## config.mk

```make
export PLATFORM = sky130hd
export DESIGN_NAME = game_flow_ctrl
export DESIGN_NICKNAME = d
export VERILOG_FILES = /design/src/rtl/game_pkg.sv /design/src/rtl/step_timer.sv /design/src/rtl/game_flow_ctrl.sv
export SDC_FILE = /design/constraint.sdc
export NUM_CORES = 1
export LEC_CHECK = 0
export BUFFER_PORTS_ARGS = -buffer_cell sky130_fd_sc_hd__buf_2
export CAP_MARGIN = 20
export CORE_ASPECT_RATIO = 1.25
export CORE_UTILIZATION = 57
export CTS_BUF_LIST = sky130_fd_sc_hd__clkbuf_4 sky130_fd_sc_hd__clkbuf_8
export CTS_CLUSTER_SIZE = 8
export DETAILED_ROUTE_END_ITERATION = 7
export HOLD_SLACK_MARGIN = 0.06
export PLACE_DENSITY = 0.9
export SKIP_LAST_GASP = 1
export SYNTH_ARGS = -nofsm -noshare
export SYNTH_HDL_FRONTEND = slang
export SYNTH_SLANG_ARGS = --single-unit
export TNS_END_PERCENT = 100
```

## constraint.sdc

```tcl
create_clock -name mclk -period 4.8 [get_ports mclk]
set_clock_uncertainty 0.1 [all_clocks]
set_input_delay 0.24 -clock mclk [delete_from_list [all_inputs] [get_ports mclk]]
set_output_delay 0.24 -clock mclk [all_outputs]
set_load 0.005 [all_outputs]
```

## src/rtl/game_pkg.sv

```systemverilog
// Shared definitions for the game-flow sequencer: state codes, PS/2 key bytes and a
// width helper.
package game_pkg;

  typedef enum logic [2:0] {
    StIdle  = 3'd0,
    StClear = 3'd1,
    StRun   = 3'd2,
    StPause = 3'd3,
    StOver  = 3'd4
  } game_state_e;

  localparam logic [7:0] KEY_ENTER = 8'h5A;
  localparam logic [7:0] KEY_P     = 8'h4D;
  localparam logic [7:0] KEY_BRK   = 8'hF0;
  localparam logic [7:0] KEY_EXT   = 8'hE0;

  // Bits needed to hold 0..value-1 (minimum 1).
  function automatic int unsigned logb2(input int unsigned value);
    int unsigned r;
    r = 1;
    for (int i = 1; i < 32; i++) begin
      if ((64'd1 << i) < 64'(value)) r = i + 1;
    end
    return r;
  endfunction

endpackage

```

## src/rtl/step_timer.sv

```systemverilog
// Move-step divider: counts 0..period-1 while not held and emits a registered one-cycle
// tick on wrap.
module step_timer #(
  parameter int unsigned Width = 11
) (
  input  logic             mclk,
  input  logic             reset,
  input  logic             hold,
  input  logic             clear,
  input  logic [Width:0]   period,
  output logic             tick
);

  logic [Width-1:0] cnt_q, cnt_d;
  logic             tick_q, tick_d;
  logic             hit;

  always_comb begin
    // >= so a shortened period after a level-up wraps on the very next compare
    hit    = ({1'b0, cnt_q} >= (period - {{Width{1'b0}}, 1'b1}));
    cnt_d  = cnt_q;
    tick_d = 1'b0;
    if (clear) begin
      cnt_d = '0;
    end else if (!hold) begin
      if (hit) begin
        cnt_d  = '0;
        tick_d = 1'b1;
      end else begin
        cnt_d = cnt_q + Width'(1);
      end
    end
  end

  always_ff @(posedge mclk or posedge reset) begin
    if (reset) begin
      cnt_q  <= '0;
      tick_q <= 1'b0;
    end else begin
      cnt_q  <= cnt_d;
      tick_q <= tick_d;
    end
  end

  assign tick = tick_q;

endmodule

```

## src/rtl/game_flow_ctrl.sv

```systemverilog
// Game-flow sequencer: PS/2 start/pause decode, IDLE/CLEAR/RUN/PAUSE/OVER FSM, score and
// speed-level tracking, and the level-dependent move-step divider.
module game_flow_ctrl
  import game_pkg::*;
#(
  parameter int unsigned CLK_HZ          = 50_000_000,
  parameter int unsigned BASE_RATE       = 5,
  parameter int unsigned MAX_LEVEL       = 7,
  parameter int unsigned COINS_PER_LEVEL = 4,
  parameter int unsigned CLEAR_CYCLES    = 2048
) (
  input  logic       mclk,
  input  logic       reset,
  input  logic       key_valid,
  input  logic [7:0] key_code,
  input  logic       coin_eaten,
  input  logic       game_over,
  output logic       game_clear,
  output logic       step,
  output logic [2:0] state,
  output logic [2:0] level,
  output logic [9:0] score,
  output logic       dim
);

  localparam int unsigned BasePeriod = CLK_HZ / BASE_RATE;
  localparam int unsigned TmrW       = logb2(BasePeriod);
  localparam int unsigned PerW       = TmrW + 1;
  localparam int unsigned ClrW       = logb2(CLEAR_CYCLES) + 1;
  localparam int unsigned CoinW      = logb2(COINS_PER_LEVEL) + 1;

  localparam logic [PerW-1:0]  BasePer  = PerW'(BasePeriod);
  localparam logic [PerW-1:0]  PerDec   = PerW'(BasePeriod / 16);
  localparam logic [2:0]       MaxLevel = 3'(MAX_LEVEL);
  localparam logic [ClrW-1:0]  ClrLast  = ClrW'(CLEAR_CYCLES - 1);
  localparam logic [CoinW-1:0] CoinLast = CoinW'(COINS_PER_LEVEL - 1);

  game_state_e      state_q, state_d;
  logic             brk_q, brk_d;
  logic [ClrW-1:0]  clr_cnt_q, clr_cnt_d;
  logic [CoinW-1:0] coin_cnt_q, coin_cnt_d;
  logic [2:0]       level_q, level_d;
  logic [9:0]       score_q, score_d;

  logic             enter_key, p_key;
  logic             tmr_hold, tmr_clear, tmr_tick;
  logic [PerW-1:0]  period;

  // Key decode: the byte after a break prefix is the released key and is dropped.
  always_comb begin
    brk_d     = brk_q;
    enter_key = 1'b0;
    p_key     = 1'b0;
    if (key_valid) begin
      if (brk_q) begin
        brk_d = 1'b0;
      end else if (key_code == KEY_BRK) begin
        brk_d = 1'b1;
      end else if (key_code == KEY_ENTER) begin
        enter_key = 1'b1;
      end else if (key_code == KEY_P) begin
        p_key = 1'b1;
      end
    end
  end

  always_comb begin
    state_d = state_q;
    case (state_q)
      StIdle:  if (enter_key) state_d = StClear;
      StClear: if (clr_cnt_q == ClrLast) state_d = StRun;
      StRun: begin
        if (game_over)  state_d = StOver;
        else if (p_key) state_d = StPause;
      end
      StPause: begin
        if (p_key)          state_d = StRun;
        else if (enter_key) state_d = StClear;
      end
      StOver:  if (enter_key) state_d = StClear;
      default: state_d = StIdle;
    endcase
  end

  always_comb begin
    score_d    = score_q;
    level_d    = level_q;
    coin_cnt_d = coin_cnt_q;
    clr_cnt_d  = (state_q == StClear) ? clr_cnt_q + ClrW'(1) : '0;
    if (state_d == StClear && state_q != StClear) begin
      score_d    = '0;
      level_d    = '0;
      coin_cnt_d = '0;
    end else if (state_q == StRun && coin_eaten) begin
      if (score_q != 10'd1023) score_d = score_q + 10'd1;
      if (coin_cnt_q == CoinLast) begin
        coin_cnt_d = '0;
        if (level_q < MaxLevel) level_d = level_q + 3'd1;
      end else begin
        coin_cnt_d = coin_cnt_q + CoinW'(1);
      end
    end
  end

  always_ff @(posedge mclk or posedge reset) begin
    if (reset) begin
      state_q    <= StIdle;
      brk_q      <= 1'b0;
      clr_cnt_q  <= '0;
      coin_cnt_q <= '0;
      level_q    <= '0;
      score_q    <= '0;
    end else begin
      state_q    <= state_d;
      brk_q      <= brk_d;
      clr_cnt_q  <= clr_cnt_d;
      coin_cnt_q <= coin_cnt_d;
      level_q    <= level_d;
      score_q    <= score_d;
    end
  end

  // Divider only advances in cycles that stay in RUN, so leaving RUN never emits a step.
  assign period    = BasePer - PerW'(level_q) * PerDec;
  assign tmr_hold  = !(state_q == StRun && state_d == StRun);
  assign tmr_clear = (state_d == StClear);

  step_timer #(
    .Width (TmrW)
  ) u_step_timer (
    .mclk   (mclk),
    .reset  (reset),
    .hold   (tmr_hold),
    .clear  (tmr_clear),
    .period (period),
    .tick   (tmr_tick)
  );

  assign step       = tmr_tick;
  assign state      = state_q;
  assign level      = level_q;
  assign score      = score_q;
  assign game_clear = (state_q == StClear);
  assign dim        = (state_q == StPause) || (state_q == StOver);

endmodule

```

== After elaboration in Yosys (flattened, before gate mapping) ==
Cells that the tools add are included.

* Register bits: 57
* Input port bits: 13
* Output and inout bits: 19

* Add/subtract/negate cells: 7
* Multipliers: 1
* Magnitude comparators: 2
* Equal/unequal tests: 13
* Mux-type cells: 34
* Reduce and logical (&&, ||, !) cells: 13

{| class="wikitable"
|+ Operators by type and width
! cell !! count
|-
| two-way mux 24 bit || 3
|-
| two-way mux 3 bit || 12
|-
| two-way mux 10 bit || 3
|-
| greater-or-equal comparator 24 x 25 -> 1 bit || 1
|-
| subtractor 24 x 23 -> 25 bit (first input constant) || 1
|-
| subtractor 25 x 1 -> 25 bit (second input constant) || 1
|-
| adder 24 x 1 -> 24 bit (second input constant) || 1
|-
| multiplier 3 x 17 -> 20 bit (second input constant) || 1
|-
| equality test 8 x 7 -> 1 bit (second input constant) || 2
|-
| two-way mux 1 bit || 14
|-
| adder 12 x 1 -> 12 bit (second input constant) || 1
|-
| equality test 12 x 11 -> 1 bit (second input constant) || 1
|-
| equality test 3 x 2 -> 1 bit (second input constant) || 4
|-
| two-way mux 12 bit || 1
|-
| one-hot mux 3 bit (4 select lines) || 1
|-
| adder 10 x 1 -> 10 bit (second input constant) || 1
|-
| != test 10 bit (second input constant) || 1
|-
| nonzero test 2 bit || 5
|-
| equality test 8 bit (second input constant) || 1
|-
| adder 3 x 1 -> 3 bit (second input constant) || 2
|-
| equality test 3 x 1 -> 1 bit (second input constant) || 2
|-
| equality test 3 bit (second input constant) || 1
|-
| logical AND 1 bit || 3
|-
| zero test 3 bit || 1
|-
| 6 further kinds || 6
|}

== Logic depth before layout (Yosys ltp) ==
* Depth in word-level cells: 13
* Depth in mapped cells: 23

== Hierarchy ==
Synthesis repeated with hierarchy kept, for this count alone.

* Cells, all modules: 553
* Area, all modules: 4,709.5 sq um

{| class="wikitable"
|+ By module, submodules not included
! module !! times used !! cells an instance !! area an instance (sq um) !! sequential area each (sq um)
|-
| game_flow_ctrl || 1 || 277 || 2,373.5 || 800.8
|-
| step_timer || 1 || 276 || 2,336.0 || 625.6
|}

== Worst setup path after synthesis ==
No wires, ideal clock.

* Path type: reg2reg
* Start: register level_q[0] (netlist: level[0])
* End: register u_step_timer.cnt_q[5]
* Arrival time: 4,608 ps
* Data required time: 4,579 ps
* Slack: -29 ps
* Stages on the path, launching flop included: 23
* Buffers on the path: 2
* Period minus slack after synthesis: 4,829 ps
* Cell sequence: dfrtp_1 > buf_6 > inv_1 > ha_1 > ha_1 > inv_1 > fa_1 > and2b_4 > mux2i_1 > o21ai_0 > o41ai_2 > a21oi_1 > nor2_1 > xnor2_1 > ha_1 > nand4_1 > nor3_1 > o211ai_1 > o2111ai_2 > nand2_2 > buf_6 > a21o_1 > a22o_1

* Word-level cells in the longest chain between the ends: 7

{| class="wikitable"
|+ Ends and longest elaborated chain
! item !! RTL line !! source
|-
| from (decl) || game_flow_ctrl.sv:42 || <nowiki>logic [2:0] level_q, level_d;</nowiki>
|-
| from (signal assigned) || game_flow_ctrl.sv:118 || <nowiki>level_q <= level_d;</nowiki>
|-
| multiplier 3 x 17 -> 20 bit || game_flow_ctrl.sv:124 || <nowiki>assign period = BasePer - PerW'(level_q) * PerDec;</nowiki>
|-
| subtractor 24 x 23 -> 25 bit || game_flow_ctrl.sv:124 ||
|-
| subtractor 25 x 1 -> 25 bit || step_timer.sv:20 || <nowiki>hit = ({1'b0, cnt_q} >= (period - {{Width{1'b0}}, 1'b1}));</nowiki>
|-
| greater-or-equal comparator 24 x 25 -> 1 bit || step_timer.sv:20 ||
|-
| two-way mux 24 bit || step_timer.sv:26 || <nowiki>if (hit) begin</nowiki>
|-
| two-way mux 24 bit || step_timer.sv:25 || <nowiki>end else if (!hold) begin</nowiki>
|-
| two-way mux 24 bit || step_timer.sv:23 || <nowiki>if (clear) begin</nowiki>
|-
| to (signal assigned) || step_timer.sv:40 || <nowiki>cnt_q <= cnt_d;</nowiki>
|-
| to (decl) || step_timer.sv:14 || <nowiki>logic [Width-1:0] cnt_q, cnt_d;</nowiki>
|}

No other way between the ends. The select of a mux whose other input is x is not followed.
A chain may end at the register's enable or synchronous reset.

== Final worst setup path ==
* Start: register level_q[0] (netlist: level[0])
* End: register u_step_timer.cnt_q[18]

Same word-level chain as after synthesis.

==> metrics.txt <==
outcome=complete, but fails checks; failing checks=negative setup slack; pre-CTS setup slack=-369 ps; initial core utilization=59.3%; Post-Syn Nets=546; syn_area_per_cell=9.03 µm²; CTS tree=built; worst vdd ir=0.000217 V; RePlAce Congestion=0.985; largest family of logic cells by synthesized area=simple AND/OR/NAND/NOR gates; CP Launch Type=flop; area grow syn2layout=19.9%; H-tree Lvls=3; root buf cell=clkbuf_8; Clock transition at path regs=70 ps; Worst Setup SP=level[0]; final worst path period share=104%; Clock Tree Buf Depth=2; Syn Inst Count=489; WL final=11,500 µm; Fin. Hold Viols=0; Clock Sinks=57; Synth Area in XOR/XNOR=7.90%; most frequent cells in the layout=dfrtp_1, nor2_1, nand2_1; crit path cell chain=inv_2 > ha_4 > ha_4 > inv_2 > fa_2 > and2b_4 > mux2i_2 > o21ai_1 > o41ai_2 > a21oi_1 > nor2_1 > xnor2_1 > ha_1 > nand4_1 > nor3_2 > o211ai_1 > o2111ai_2 > buf_6 > nor2_2 > o31ai_4 > o31ai_4; setup TNS=-1230 ps; layout cells sized above 1=23.8%; Skew-Pair Late Insertion Delay=360 ps; Yosys top cell area share=32.3%; critical path peak fanout=7; TritonCTS buffer count=9; die height=100 µm; Post-Layout Cell Count=642; async set-reset flop share out of synthesis=100%; total number of vias=4,016; core area=7440 µm²; Hold/Removal Path Class=input pin to flop; Finished Core Util=71.2%; drc violations=0; crit path kind=flop to flop; Final HPWL DP=7470 µm; worst r2r dst=u_step_timer.cnt_q[18]; I/O pin count=32; register bit total from synthesis=57; Worst Hold Path EP=state[2]; Max-cap violations=0; synth warn=0; RR Startpoint=level[0]; First-pass DRT Iterations=4; Antenna diodes=0; post-detailed-route wirelength per cell=17.9 µm; Setup Viol. Count Final=20; Synth Area in Simple Gates=22.8%; DRT iter0 DRCs=210; multi-input gate area in the final layout=3080 µm²; FF-to-FF setup slack=-170 ps; Storage cell area=1430 µm²; arrival time worst endpoint=5100 ps; CP Data Required Time=4930 ps; Synth Cell Area=4420 µm²; leak pwr=2.39 nW; top cells by area, synth=dfrtp_1, ha_1, xnor2_1; setup slack after layout=-173 ps; Slowest-stage cell, CP=dfrtp_2; Adder-Cell Fraction of Synth Area=12.6%; count of pins over their slew limit=0; Pwr Density=280 nW/µm²; Via density=6.26; PortBufs=31; area leader, netlist=dfrtp_1; sequential area share after synthesis=32.3%; Worst-Margin Slew=719 ps; placed instance count=610; antenna-violating nets left=0; synth unique cells=73; post-synthesis mux area share=2.95%; max_slew headroom=52.0%; Total GRT Usage=27.6%; first-pass GRT wire length=17,200 µm; Post-synth EDFFs=0; Rows=35; fillcell total=514; Peak Freq=0.201 GHz; die width=80.7 µm; vias in the first global route=3,819; PnR Total Power=1.48 mW; R2R cell count=21; commonest non-fill, non-tap cell in the layout=dfrtp_1; grt ovf=0; Die ar.=8110 µm²; hold path start=game_over; CP endpoint kind=flop; Hold Path Depth=3; RSZ-0062 raised after global routing=true; Total Nets Final=602; Synth Area in Compound Gates=17.5%; antenna violations before repair=0; Tmin final=4970 ps; top_reg_cell synth=dfrtp_1; pin count of the biggest net entering global routing=58; Crit path largest cell delay=460 ps
==> report_power, final <==
part           internal (mW)  total, mW  switching (mW)  leakage, nW
Clock                  0.296      0.515           0.219        0.110
Combinational          0.181      0.429           0.248         1.50
Sequential             0.504      0.539          0.0353        0.782
Total                  0.981       1.48           0.502         2.39
==> timing repair <==
| action | in CTS | in global routing |
|---|---|---|
| hold endpoints to repair | 58 | 0 |
| resized for setup | 8 | 44 |
| pin swaps | 2 | 24 |
| endpoints found under the setup margin | 20 | 24 |
| gates cloned | 0 | 3 |
| buffers inserted | 1 | 8 |
| hold buffers | 3 | 0 |
==> synth_stat cells, types with 3 or more instances <==
cell / n
nor2_1: 50
o32ai_1: 4
and2b_1: 3
dfrtp_1: 57
inv_1: 22
nand2b_1: 8
o21a_1: 3
nor3_1: 7
a21oi_1: 32
buf_2: 4
xnor2_1: 27
a21o_1: 4
nand4_1: 8
o21ai_0: 27
mux2i_1: 13
nand2_1: 45
buf_6: 3
nand3_1: 30
nor3b_1: 3
and3_1: 9
o31ai_1: 6
or3_1: 5
ha_1: 43
xor2_1: 11
nand3b_1: 3
buf_4: 4
==> per-layer routing <==
metal / track usage [%] / wire (µm) / part of all wire [%]
met1: 33.8 / 4540 / 39
met2: 45.6 / 5970 / 52
met3: 5.64 / 628 / 5.5
met4: 14.1 / 379 / 3.3
met5: 0 / 0 / 0
==> logic make-up after synthesis <==
| family | count (synthesis) |
|---|---|
| compound gates | 107 |
| flops | 57 |
| fa+ha+maj | 44 |
| simple gates | 194 |
| mux | 13 |
| xor+xnor | 39 |
| buf+inv | 35 |
==> sequential cells by signal, indices dropped and copies added, names as in the netlist <==
name and cells:
coin_cnt_q 3, level 3, u_step_timer.cnt_q 24, score 10, brk_q 1, clr_cnt_q 12, u_step_timer.tick 1, state 3
==> critical path: cells and delay by family (launching register included) <==
kind / cells / cell delay (ps)
fa+ha+maj: 4 / 1120
buf+inv: 3 / 290
flops: 1 / 460
simple gates: 5 / 920
xor+xnor: 1 / 130
mux: 1 / 270
compound gates: 7 / 1540
==> metrics by stage <==
stage / hold WS, ps / cell area [µm²]
CTS: 87.1 / 4990
detailed placement: 359 / 4680
global placement: 335 / 4680
finish: 94.3 / 5300
global route: 131 / 5300
floorplan: 236 / 4420
==> cell type report <==
class,count,share of cell area [%]
clock buffers,9,2.34
clock inverters,7,1.94
inverters,22,1.56
multi-input cells,400,58.1
flip-flops and latches,57,27.0
well taps,92,2.17
repair buffers,55,6.92
==> worst max-delay path by stage <==
stage | end | slack, ps | cells after the start
2_1_floorplan | u_step_timer.cnt_q[5] | 30 | 22
5_1_grt | u_step_timer.cnt_q[18] | -310 | 21
4_1_cts | u_step_timer.cnt_q[22] | 7 | 20
3_5_place_dp | u_step_timer.cnt_q[22] | -370 | 20
3_3_place_gp | u_step_timer.cnt_q[5] | 10 | 20
6_report | u_step_timer.cnt_q[18] | -170 | 21
Power figures use the tool's default switching activity.
